[config.mk]
export PLATFORM = sky130hd
export DESIGN_NAME = id_ex_issue_flat
export DESIGN_NICKNAME = d
export VERILOG_FILES = /design/src/rtl/id_ex_issue_pkg.sv /design/src/rtl/id_ex_issue_if.sv /design/src/rtl/id_ex_issue_decode.sv /design/src/rtl/id_ex_issue.sv /design/src/flat_wrapper.sv
export SDC_FILE = /design/constraint.sdc
export NUM_CORES = 1
export LEC_CHECK = 0
export CAP_MARGIN = 25
export CORE_ASPECT_RATIO = 0.9
export CORE_UTILIZATION = 45
export DETAILED_ROUTE_END_ITERATION = 6
export PLACE_DENSITY_LB_ADDON = 0.12
export SYNTH_ARGS = -nofsm -noshare
export SYNTH_HDL_FRONTEND = slang
export SYNTH_SLANG_ARGS = --single-unit
[constraint.sdc]
create_clock -name clk -period 4 [get_ports clk]
set_input_delay 0.4 -clock clk [delete_from_list [all_inputs] [get_ports clk]]
set_output_delay 0.4 -clock clk [all_outputs]
set_load 0.01 [all_outputs]
[src/rtl/id_ex_issue_pkg.sv]
// Shared CPU definitions: ALU operation codes, MIPS opcode/funct values and the
// issue-register entry layout.
package cpu_defs;
   localparam int DATA_WIDTH = 32;

   localparam logic [2:0] ALUOP_AND  = 3'b000;
   localparam logic [2:0] ALUOP_OR   = 3'b001;
   localparam logic [2:0] ALUOP_ADD  = 3'b010;
   localparam logic [2:0] ALUOP_SLL  = 3'b011;
   localparam logic [2:0] ALUOP_LUI  = 3'b100;
   localparam logic [2:0] ALUOP_SLTU = 3'b101;
   localparam logic [2:0] ALUOP_SUB  = 3'b110;
   localparam logic [2:0] ALUOP_SLT  = 3'b111;

   localparam logic [5:0] OP_RTYPE = 6'b000000;
   localparam logic [5:0] OP_ADDIU = 6'b001001;
   localparam logic [5:0] OP_SLTI  = 6'b001010;
   localparam logic [5:0] OP_SLTIU = 6'b001011;
   localparam logic [5:0] OP_ANDI  = 6'b001100;
   localparam logic [5:0] OP_ORI   = 6'b001101;
   localparam logic [5:0] OP_LUI   = 6'b001111;
   localparam logic [5:0] OP_LW    = 6'b100011;
   localparam logic [5:0] OP_SW    = 6'b101011;

   localparam logic [5:0] FUNCT_SLL  = 6'b000000;
   localparam logic [5:0] FUNCT_ADDU = 6'b100001;
   localparam logic [5:0] FUNCT_SUBU = 6'b100011;
   localparam logic [5:0] FUNCT_AND  = 6'b100100;
   localparam logic [5:0] FUNCT_OR   = 6'b100101;
   localparam logic [5:0] FUNCT_SLT  = 6'b101010;
   localparam logic [5:0] FUNCT_SLTU = 6'b101011;

   typedef struct packed {
      logic [2:0]            aluop;
      logic [DATA_WIDTH-1:0] a;
      logic [DATA_WIDTH-1:0] b;
      logic [4:0]            dest;
      logic [31:0]           pc;
      logic                  illegal;
   } issue_entry_t;
endpackage

[src/rtl/id_ex_issue_if.sv]
// ID -> issue register -> ALU handshake bundle.
interface id_ex_issue_if #(parameter int DW = 32);
   logic          in_valid;
   logic          in_ready;
   logic [5:0]    in_opcode;
   logic [5:0]    in_funct;
   logic [4:0]    in_shamt;
   logic [15:0]   in_imm;
   logic [DW-1:0] in_rs_val;
   logic [DW-1:0] in_rt_val;
   logic [4:0]    in_dest;
   logic [31:0]   in_pc;
   logic          out_valid;
   logic          out_ready;
   logic [DW-1:0] out_a;
   logic [DW-1:0] out_b;
   logic [2:0]    out_aluop;
   logic [4:0]    out_dest;
   logic [31:0]   out_pc;
   logic          out_illegal;

   modport slave (
      input  in_valid, in_opcode, in_funct, in_shamt, in_imm, in_rs_val, in_rt_val,
             in_dest, in_pc, out_ready,
      output in_ready, out_valid, out_a, out_b, out_aluop, out_dest, out_pc, out_illegal
   );

   modport master (
      output in_valid, in_opcode, in_funct, in_shamt, in_imm, in_rs_val, in_rt_val,
             in_dest, in_pc, out_ready,
      input  in_ready, out_valid, out_a, out_b, out_aluop, out_dest, out_pc, out_illegal
   );
endinterface

[src/rtl/id_ex_issue_decode.sv]
// Combinational MIPS opcode/funct decode into ALU operation and operand selection.
module issue_decode
   import cpu_defs::*;
#(
   parameter int DW = 32
) (
   input  logic [5:0]    opcode,
   input  logic [5:0]    funct,
   input  logic [4:0]    shamt,
   input  logic [15:0]   imm,
   input  logic [DW-1:0] rs_val,
   input  logic [DW-1:0] rt_val,
   output logic [2:0]    aluop,
   output logic [DW-1:0] a,
   output logic [DW-1:0] b,
   output logic          illegal
);
   logic [DW-1:0] sext, zext;

   assign sext = {{(DW-16){imm[15]}}, imm};
   assign zext = {{(DW-16){1'b0}}, imm};

   always_comb begin
      aluop   = ALUOP_AND;
      a       = '0;
      b       = '0;
      illegal = 1'b0;
      case (opcode)
         OP_RTYPE: begin
            a = rs_val;
            b = rt_val;
            case (funct)
               FUNCT_ADDU: aluop = ALUOP_ADD;
               FUNCT_SUBU: aluop = ALUOP_SUB;
               FUNCT_AND:  aluop = ALUOP_AND;
               FUNCT_OR:   aluop = ALUOP_OR;
               FUNCT_SLT:  aluop = ALUOP_SLT;
               FUNCT_SLTU: aluop = ALUOP_SLTU;
               FUNCT_SLL: begin
                  aluop = ALUOP_SLL;
                  a     = {{(DW-5){1'b0}}, shamt};
               end
               default: begin
                  a       = '0;
                  b       = '0;
                  illegal = 1'b1;
               end
            endcase
         end
         OP_ADDIU, OP_LW, OP_SW: begin
            aluop = ALUOP_ADD;
            a     = rs_val;
            b     = sext;
         end
         OP_SLTI: begin
            aluop = ALUOP_SLT;
            a     = rs_val;
            b     = sext;
         end
         OP_SLTIU: begin
            aluop = ALUOP_SLTU;
            a     = rs_val;
            b     = sext;
         end
         OP_ANDI: begin
            aluop = ALUOP_AND;
            a     = rs_val;
            b     = zext;
         end
         OP_ORI: begin
            aluop = ALUOP_OR;
            a     = rs_val;
            b     = zext;
         end
         // ALU shifts B left by 16; A is unused and forced to zero.
         OP_LUI: begin
            aluop = ALUOP_LUI;
            b     = zext;
         end
         default: illegal = 1'b1;
      endcase
   end
endmodule

[src/rtl/id_ex_issue.sv]
// EX issue register: decodes ID fields and holds ALU operands behind a
// valid/ready handshake with a one-entry skid so ID never sees out_ready.
module id_ex_issue
   import cpu_defs::*;
#(
   parameter int DATA_WIDTH = 32,
   parameter int CNT_WIDTH  = 32
) (
   input  logic                 clk,
   input  logic                 resetn,
   input  logic                 flush,
   id_ex_issue_if.slave         io,
   output logic [CNT_WIDTH-1:0] issue_cnt
);
   issue_entry_t          dec, main_q, skid_q;
   logic                  main_vld, skid_vld;
   logic                  accept, issue;
   logic [2:0]            dec_aluop;
   logic [DATA_WIDTH-1:0] dec_a, dec_b;
   logic                  dec_ill;

   issue_decode #(.DW(DATA_WIDTH)) u_decode (
      .opcode  (io.in_opcode),
      .funct   (io.in_funct),
      .shamt   (io.in_shamt),
      .imm     (io.in_imm),
      .rs_val  (io.in_rs_val),
      .rt_val  (io.in_rt_val),
      .aluop   (dec_aluop),
      .a       (dec_a),
      .b       (dec_b),
      .illegal (dec_ill)
   );

   assign dec = '{aluop: dec_aluop, a: dec_a, b: dec_b, dest: io.in_dest,
                  pc: io.in_pc, illegal: dec_ill};

   // in_ready comes straight from the skid flop, so it never depends on out_ready.
   assign io.in_ready = ~skid_vld;
   assign accept      = io.in_valid & ~skid_vld;
   assign issue       = main_vld & io.out_ready;

   always_ff @(posedge clk or negedge resetn) begin
      if (!resetn) begin
         main_vld  <= 1'b0;
         skid_vld  <= 1'b0;
         main_q    <= '0;
         skid_q    <= '0;
         issue_cnt <= '0;
      end else if (flush) begin
         main_vld <= 1'b0;
         skid_vld <= 1'b0;
      end else begin
         if (issue)
            issue_cnt <= issue_cnt + {{(CNT_WIDTH-1){1'b0}}, 1'b1};
         if (!main_vld || issue) begin
            if (skid_vld) begin
               // Older skid entry moves up first; a new accept backfills the skid.
               main_q   <= skid_q;
               main_vld <= 1'b1;
               skid_vld <= accept;
               if (accept)
                  skid_q <= dec;
            end else begin
               main_vld <= accept;
               if (accept)
                  main_q <= dec;
            end
         end else if (accept) begin
            skid_q   <= dec;
            skid_vld <= 1'b1;
         end
      end
   end

   assign io.out_valid   = main_vld;
   assign io.out_a       = main_q.a;
   assign io.out_b       = main_q.b;
   assign io.out_aluop   = main_q.aluop;
   assign io.out_dest    = main_q.dest;
   assign io.out_pc      = main_q.pc;
   assign io.out_illegal = main_q.illegal;
endmodule
[src/flat_wrapper.sv]
// flat-port wrapper written by rule: the top's interface ports become plain ports
module id_ex_issue_flat import cpu_defs::*;
#(
   parameter int DATA_WIDTH = 32,
   parameter int CNT_WIDTH  = 32
)
  (clk, resetn, flush, issue_cnt, io_in_valid, io_in_opcode, io_in_funct, io_in_shamt, io_in_imm, io_in_rs_val, io_in_rt_val, io_in_dest, io_in_pc, io_out_ready, io_in_ready, io_out_valid, io_out_a, io_out_b, io_out_aluop, io_out_dest, io_out_pc, io_out_illegal);
  id_ex_issue_if io_i ();
  input  logic clk;
  input  logic resetn;
  input  logic flush;
  output logic [CNT_WIDTH-1:0] issue_cnt;
  input wire logic [$bits(io_i.in_valid)-1:0] io_in_valid;
  input wire logic [$bits(io_i.in_opcode)-1:0] io_in_opcode;
  input wire logic [$bits(io_i.in_funct)-1:0] io_in_funct;
  input wire logic [$bits(io_i.in_shamt)-1:0] io_in_shamt;
  input wire logic [$bits(io_i.in_imm)-1:0] io_in_imm;
  input wire logic [$bits(io_i.in_rs_val)-1:0] io_in_rs_val;
  input wire logic [$bits(io_i.in_rt_val)-1:0] io_in_rt_val;
  input wire logic [$bits(io_i.in_dest)-1:0] io_in_dest;
  input wire logic [$bits(io_i.in_pc)-1:0] io_in_pc;
  input wire logic [$bits(io_i.out_ready)-1:0] io_out_ready;
  output wire logic [$bits(io_i.in_ready)-1:0] io_in_ready;
  output wire logic [$bits(io_i.out_valid)-1:0] io_out_valid;
  output wire logic [$bits(io_i.out_a)-1:0] io_out_a;
  output wire logic [$bits(io_i.out_b)-1:0] io_out_b;
  output wire logic [$bits(io_i.out_aluop)-1:0] io_out_aluop;
  output wire logic [$bits(io_i.out_dest)-1:0] io_out_dest;
  output wire logic [$bits(io_i.out_pc)-1:0] io_out_pc;
  output wire logic [$bits(io_i.out_illegal)-1:0] io_out_illegal;
  assign io_i.in_valid = io_in_valid;
  assign io_i.in_opcode = io_in_opcode;
  assign io_i.in_funct = io_in_funct;
  assign io_i.in_shamt = io_in_shamt;
  assign io_i.in_imm = io_in_imm;
  assign io_i.in_rs_val = io_in_rs_val;
  assign io_i.in_rt_val = io_in_rt_val;
  assign io_i.in_dest = io_in_dest;
  assign io_i.in_pc = io_in_pc;
  assign io_i.out_ready = io_out_ready;
  assign io_in_ready = io_i.in_ready;
  assign io_out_valid = io_i.out_valid;
  assign io_out_a = io_i.out_a;
  assign io_out_b = io_i.out_b;
  assign io_out_aluop = io_i.out_aluop;
  assign io_out_dest = io_i.out_dest;
  assign io_out_pc = io_i.out_pc;
  assign io_out_illegal = io_i.out_illegal;
  id_ex_issue #(.DATA_WIDTH(DATA_WIDTH), .CNT_WIDTH(CNT_WIDTH)) u_core (.clk(clk), .resetn(resetn), .flush(flush), .io(io_i), .issue_cnt(issue_cnt));
endmodule
==> metrics, run 1 <==
worst hold path startpoint io_in_pc[5]; Port Buffers 277; worst slew pin tran 0.920 ns; CP Capture Type output pin; mapped cell area 10700 sq um; Lkg Pwr 6.67 nW; top post-synthesis cells by count dfrtp_1 (244), nand2_1 (212), o21ai_0 (67); first-pass GRT wire length 46000 um; top cell type's share of synthesized area 57.1%; synth-to-layout area growth 36.2%; HPWL after detailed placement 19100 um; Cells after DPL 1543; Tmin final 3.07 ns; H-tree levels 1; worst hold path class input pin to register; fin nets 1410; CTS max path bufs 3; Slew headroom 38.7%; Post-synth ARST share 100%; critical-path maximum fanout 48; reg2reg start u_core.skid_vld; Tot GR Track Use 23.7%; largest family of logic cells by synthesized area simple AND/OR/NAND/NOR gates; initial antenna violation count 0; synth warn 0; Synth area leaders dfrtp_1 (57%), nand2_1 (7.4%), a221o_1 (4.8%); Vias/cell 5.55; Max-cap violations 0; Synth Area in Simple Gates 17.2%; period utilization 76.8%; Fmax 326 MHz; Setup-failing EPs final 0; status finished clean; Worst Setup Path Type register to output pin; sequential share of the synthesized area 57.1%; R2R depth 5; Slew Viols, Final 0; post-synthesis net count 1159; final hold vios 0; post-synthesis mux area share 3.65%; CTS root buf clkbuf_16; Endpoint, Worst Hold u_core.skid_q[6]; worst hold stages 3; die height 148 um; Avg Cell Area, Syn 10.5 sq um; DR WL/cell 18.3 um; worst reg2reg setup slack 1.40 ns; drt drc 0; R2R Path End u_core.io.out_b[11]; worst-skew pair later-pin latency 0.52 ns; Post-synth EDFFs 0; RSZ-0062 raised after global routing no; Synth Area in Compound Gates 15.5%; Post-Syn Instances 1019; initial drt markers 675; num ports 278; gr ovfl total 0; TritonCTS clock tree done; drt total wl 29100 um; # rows 53; number of global-route vias before repair 8479; Synth Register Bits 244; register clock-pin slew on the reported worst setup and hold paths 0.07 ns; startpoint types register; VDD IR max 0.000292 V; Synth Area in XOR/XNOR 2.62%; Inserted Clock Buffers 26; routability cong. 0.792; CTS Sinks 244; crit path DAT 2.67 ns; Antenna diodes 0; Adder-Cell Fraction of Synth Area 0.117%; largest net degree at the start of global routing 110; predominant post-synthesis flop cell dfrtp_1; Req. time, crit path 3.60 ns; Fin Setup TNS 0 ns; post-route non-filler standard cell count 1592; Routed Antenna Nets 0; die area 24400 sq um; share of cells above drive strength 1 6.12%; pwr dens 443 nW/um^2; dominant cell by count in the synthesized netlist dfrtp_1; Detailed Routing Iterations Pass 1 5; clk_skew 0.0116 ns; Yosys top cell by area dfrtp_1; vias 8836; Die Wd 165 um; PnR Total Power 6.46 mW; starting density of the core 45.8%; Core Area 23300 sq um; Synth cell types 51
## state kept, by name (all words and copies together) (netlist names)
name,cells
u_core.skid_q,105
u_core.io.out_a,32
u_core.io.out_b,32
u_core.io.out_pc,32
u_core.issue_cnt,32
u_core.io.out_dest,5
u_core.io.out_aluop,3
u_core.io.out_illegal,1
u_core.io.out_valid,1
u_core.skid_vld,1
## how the worst max path moves through the flow
stage                                from                  end  slack (ns)
after floorplan           io_in_opcode[1]  u_core.io.out_a[11]        2.13
after global placement    io_in_opcode[2]  u_core.io.out_b[29]        1.06
after detailed placement  io_in_opcode[2]  u_core.io.out_b[24]        1.02
after CTS                 u_core.skid_vld          io_in_ready        0.91
after global routing      u_core.skid_vld          io_in_ready        0.81
final                     u_core.skid_vld          io_in_ready        0.93
## cell families after synthesis
kind of cell | count (synthesis)
simple gates | 392
fa+ha+maj | 1
flops | 244
compound gates | 229
buf+inv | 82
mux | 39
xor+xnor | 32
## where the power goes
group / switching [mW] / total (mW) / internal [mW]
clock: 0.981 / 2.50 / 1.52
combinational: 0.470 / 1.02 / 0.546
sequential: 0.181 / 2.94 / 2.76
total: 1.63 / 6.46 / 4.83
## layer usage
layer  GRT usage (%)  share of wire, %  up-vias  routed length (um)
li1                -                 -     4151                   -
met1            34.1                44     4328               12900
met2            36.2                46      313               13300
met3            5.33               7.7       44                2240
met4            6.19               2.3        0                 673
met5               0                 0        -                   0
## area by class of cell
class,instances,area [sq um]
fillers,1947,8760
flip-flops and latches,244,6110
multi-input cells,693,4200
repair buffers,298,2960
clock buffers,37,763
well taps,302,378
clock inverters,11,135
inverters,7,26.3
## layout by cell type, fill, tap and decap left out, drive strengths merged, types with 13 or more instances in the layout
cell and count:
mux2i 39, and3 44, a221o 51, nor2 27, a21oi 28, nand3 46
xnor2 22, dfrtp 244, a21o 16, nand2 212, buf 21, a22o 27
o21ai 67, nand4 13, or3 15, clkdlybuf4s50 276, clkbuf 37, a31oi 18
## what timing repair did
action	4_1_cts	5_1_grt
hold endpoints to repair	41	0
buffers inserted	0	0
hold buffers	1	0
resized for setup	0	0
## worst max-delay path: stages (launching register included)
cell and delay [ns]:
dfrtp_4 0.55, buf_4 0.30, inv_1 0.59, clkdlybuf4s50_1 0.67
## metrics by stage
step / util (%) / setup slack, ns / hold slack (ns) / cell area [sq um]
floorplan: - / 2.13 / 0.104 / 10700
global placement: 58.6 / 1.06 / 0.452 / 13700
detailed placement: 58.6 / 1.02 / 0.462 / 13700
CTS: 62.5 / 0.909 / 0.419 / 14600
global route: 62.5 / 0.807 / 0.448 / 14600
finish: 62.5 / 0.928 / 0.437 / 14600
(Power assumes the default switching activity.)
==> run 2, diff against run 1 <==
CORE_UTILIZATION = 44   (was 45)
clock period = 2.6 ns   (was 4 ns; I/O delays follow)
==> metrics, run 2 (synthesis results as in run 1) <==
Vias/cell 5.55; placed cell areas 13800 sq um; Worst Setup Path Type register to output pin; Lkg Pwr 6.75 nW; worst slew pin tran 1.02 ns; Die Wd 166 um; Top reg by flops u_core.skid_q; CTS root buf clkbuf_16; CP Capture Type output pin; fin nets 1422; Clock Power Share 38.8%; initial drt markers 700; internal power 7.50 mW; PnR Total Power 9.99 mW; number of global-route vias before repair 8539; max reg flops 105; Port Buffers 277; Slew headroom 31.4%; most frequent cells in the layout clkdlybuf4s50_1 (276), dfrtp_1 (243), nand2_1 (212); reg2reg start u_core.io.out_valid; Slew Viols, Final 0; HPWL after detailed placement 19100 um; WHS 0.278 ns; Max-cap violations 0; register clock-pin slew on the reported worst setup and hold paths 0.06 ns; TritonCTS clock tree done; worst hold path class input pin to async pin; buffer and inverter count on the worst path 3; Fin Setup TNS 0 ns; Tot GR Track Use 23.0%; drt total wl 29100 um; Antenna diodes 0; starting density of the core 45.3%; Finished Cell Area 14700 sq um; largest net degree at the start of global routing 75; period utilization 91.1%; setup bufs post-CTS 0; first-pass GRT wire length 46000 um; CP max stage delay 0.55 ns; Cells after DPL 1555; synth-to-layout area growth 37.7%; crit path DAT 2.11 ns; Crit path max-delay family buffers and inverters; RSZ-0062 raised after global routing no; sw frac 24.9%; worst-skew pair later-pin latency 0.52 ns; DR WL/cell 18.2 um; drt drc 16; Fmax 422 MHz; Inserted Clock Buffers 26; Detailed Routing Iterations Pass 1 7; num ports 278; status finished, violations left; initial antenna violation count 0; Seq pwr share 45.4%; gr ovfl total 0; die height 150 um; CP max stage cell clkdlybuf4s50_1; # rows 53; post-route non-filler standard cell count 1602; critical path cell sequence buf_4, inv_1, clkdlybuf4s50_1; final hold vios 0; Tmin final 2.37 ns; pwr dens 678 nW/um^2; worst reg2reg setup slack 0.50 ns; CTS Sinks 244; VDD IR max 0.000399 V; die area 25000 sq um; switching power 2.49 mW; vias 8890; routability cong. 0.812; H-tree levels 1; combinational group share of total power 15.8%; critical-path maximum fanout 48; clk_skew 0.00927 ns; Worst Setup SP u_core.skid_vld; CTS max path bufs 3; share of cells above drive strength 1 6.69%; failing checks DRC; Core Area 23600 sq um; startpoint types register; Routed Antenna Nets 0; Req. time, crit path 2.34 ns; commonest non-fill, non-tap cell in the layout clkdlybuf4s50_1; Setup-failing EPs final 0
## run 2: cell types whose count changed in the layout (fill, tap and decap cells not counted), sizes merged
cell      delta
buf         +12
clkbuf       +4
clkinv       -5
clkinvlp     -2
inv          +1
## run 2: power groups by stage
stage / Clock (mW) / Sequential (mW) / Combinational [mW]
floorplan: 0 / 4.63 / 0.550
global placement: 0 / 4.58 / 1.56
detailed placement: 0 / 4.59 / 1.59
CTS: 3.96 / 4.53 / 1.60
global route: 4.11 / 4.59 / 1.73
finish: 3.87 / 4.54 / 1.58
## run 2: final timing paths
| kind | endpoint | cells after the start |
|---|---|---|
| min in group clk | u_core.skid_q[13] | 3 |
| max reg2reg | u_core.skid_q[8] | 6 |
| min | u_core.issue_cnt[18] | 2 |
| max | io_in_ready | 3 |
| max in group asynchronous | u_core.io.out_pc[0] | 3 |
| min reg2reg | u_core.skid_q[21] | 2 |
## run 2: cell type report
cell class / count / area, sq um
Sequential cell: 244 / 6110
Fill cell: 1941 / 8870
Timing Repair Buffer: 310 / 3120
Clock buffer: 41 / 798
Multi-Input combinational cell: 693 / 4200
Inverter: 7 / 26.3
Clock inverter: 5 / 104
Tap cell: 302 / 378
## run 2: worst register-to-register path, delay by kind of cell (launching register included)
family	cells	cell delay, ns
buffers and inverters	2	1.08
AND/OR/NAND/NOR	4	0.55
flip-flops	1	0.41
## run 2: repair_timing
action	in CTS	in global routing
hold endpoints to repair	57	0
resized for setup	0	0
hold buffers	1	0
## run 2: through the flow
stage | worst slack (ns) | utilization (%)
after floorplan | 0.741 | -
after global placement | 0.134 | 58.6
after detailed placement | 0.0448 | 58.6
after CTS | 0.212 | 62.4
after global routing | 0.138 | 62.4
final | 0.231 | 62.4
## run 2: metal layers
layer	part of all wire, %	up-vias	wire [um]	global-route usage (%)
li1	-	4157	-	-
met1	46	4365	13300	33.0
met2	45	321	13200	35.4
met3	6.6	47	1920	4.18
met4	2.5	0	727	7.04
met5	0	-	0	0
==> run 3, diff against run 2 <==
CORE_UTILIZATION = 45   (was 44)
DONT_BUFFER_PORTS = 1   (was unset)
==> metrics, run 3 (synthesis results as in run 1) <==
status finished, violations left; failing checks hold timing; die area 24400 sq um; Setup-failing EPs final 0; max reg flops 105; CTS root buf clkbuf_16; pre-CTS WS 0.293 ns; Req. time, crit path 3.02 ns; CP Capture Type register; Lkg Pwr 6.25 nW; Inserted Clock Buffers 28; final core occ 56.9%; reg2reg start u_core.skid_vld; pwr dens 714 nW/um^2; initial drt markers 539; TritonCTS clock tree done; most frequent cells in the layout dfrtp_1 (243), nand2_1 (212), dlygate4sd3_1 (143); synth-to-layout area growth 24.0%; startpoint types register; number of global-route vias before repair 8405; met3 Resource Use GR 6.58%; die height 148 um; CTS Sinks 244; Top reg by flops u_core.skid_q; fin nets 1280; placed cell areas 10900 sq um; fill cell total of the finished layout 2051; Port Buffers 0; # rows 53; period utilization 94.6%; CTS max path bufs 3; Die Wd 165 um; clk_skew 0.00715 ns; Core Area 23300 sq um; Max-cap violations 0; Tot GR Track Use 23.5%; largest net degree at the start of global routing 245; Cells after DPL 1269; Worst Setup Path Type register to register; gr ovfl total 0; Vias/cell 5.68; worst slew pin tran 0.958 ns; Antenna diodes 0; Worst Setup SP u_core.skid_vld; GR Layer Usage met1 31.3%; VDD IR max 0.000532 V; Slew headroom 35.6%; RSZ-0062 raised after global routing no; register clock-pin slew on the reported worst setup and hold paths 0.06 ns; Tmin final 2.46 ns; Fin Setup TNS 0 ns; first-pass GRT wire length 45600 um; drt drc 0; HPWL after detailed placement 17100 um; Routed Antenna Nets 0; M2 GR Usage 37.2%; vias 8315; routability cong. 0.811; Finished Cell Area 13300 sq um; worst-skew pair later-pin latency 0.54 ns; final hold vios 244; Detailed Routing Iterations Pass 1 5; PnR Total Power 9.48 mW; Slew Viols, Final 0; WHS -0.578 ns; num ports 278; CTS Hold Buffers Added 143; share of cells above drive strength 1 6.89%; post-route worst setup slack 0.140 ns; H-tree levels 1; DR WL/cell 19.5 um; initial antenna violation count 0; critical-path maximum fanout 28; grt peak-use layer met2; worst hold path class input pin to async pin; Fmax 406 MHz; crit path DAT 2.88 ns; starting density of the core 45.8%; commonest non-fill, non-tap cell in the layout dfrtp_1; post-route non-filler standard cell count 1463; drt total wl 28500 um
[run 3: changes by cell type in the layout (fill, tap and decap cells not counted)]
cell | before | now
clkdlybuf4s50_1 | 276 | 0
dlygate4sd3_1 | 1 | 143
buf_4 | 25 | 19
clkinv_2 | 1 | 6
buf_12 | 7 | 3
clkbuf_1 | 7 | 10
clkbuf_8 | 7 | 4
clkbuf_16 | 27 | 29
buf_6 | 0 | 1
buf_8 | 1 | 0
bufinv_16 | 3 | 2
inv_6 | 1 | 0
nor2_1 | 27 | 26
nor2_2 | 0 | 1
[run 3: final cells by class]
type                    instances  area [sq um]  area share [%]
repair buffers                166          1650            12.4
well taps                     302           378            2.85
multi-input cells             693          4210            31.7
clock inverters                 8          90.1           0.679
flip-flops and latches        244          6110            46.0
clock buffers                  43           818            6.16
inverters                       7          26.3           0.198
[run 3: power breakdown]
part | internal [mW] | switching (mW)
registers | 4.25 | 0.437
clock network | 2.35 | 1.54
logic | 0.481 | 0.420
[run 3: worst max-delay path: stages, from the launching register on]
cell	delay, ns
dfrtp_4	0.56
nor2_2	0.13
or3_4	0.51
or3_1	0.36
o21ai_0	0.08
a31oi_1	0.06
dlygate4sd3_1	0.62
[run 3: what timing repair did]
item,4_1_cts,5_1_grt
setup endpoints to repair,0,5
setup buffers,0,0
gates resized for setup,0,2
endpoints found under the hold margin,451,244
[run 3: path summary, 6_finish.rpt]
| kind | to | slack, ns | cells after the start |
|---|---|---|---|
| max | u_core.io.out_b[1] | 0.14 | 6 |
| min | u_core.issue_cnt[21] | -0.58 | 0 |
| max reg2reg | u_core.io.out_b[1] | 0.14 | 6 |
| min reg2reg | u_core.skid_q[0] | 0.47 | 2 |
| max in group asynchronous | u_core.skid_vld | 2.70 | 0 |
| min in group clk | u_core.io.out_a[1] | 0.01 | 2 |
[run 3: layer usage]
| metal | share of wire, % | vias to the layer above |
|---|---|---|
| met1 | 42 | 4077 |
| met4 | 2.6 | 0 |
| li1 | - | 3894 |
| met2 | 46 | 289 |
| met5 | 0 | - |
| met3 | 8.7 | 55 |
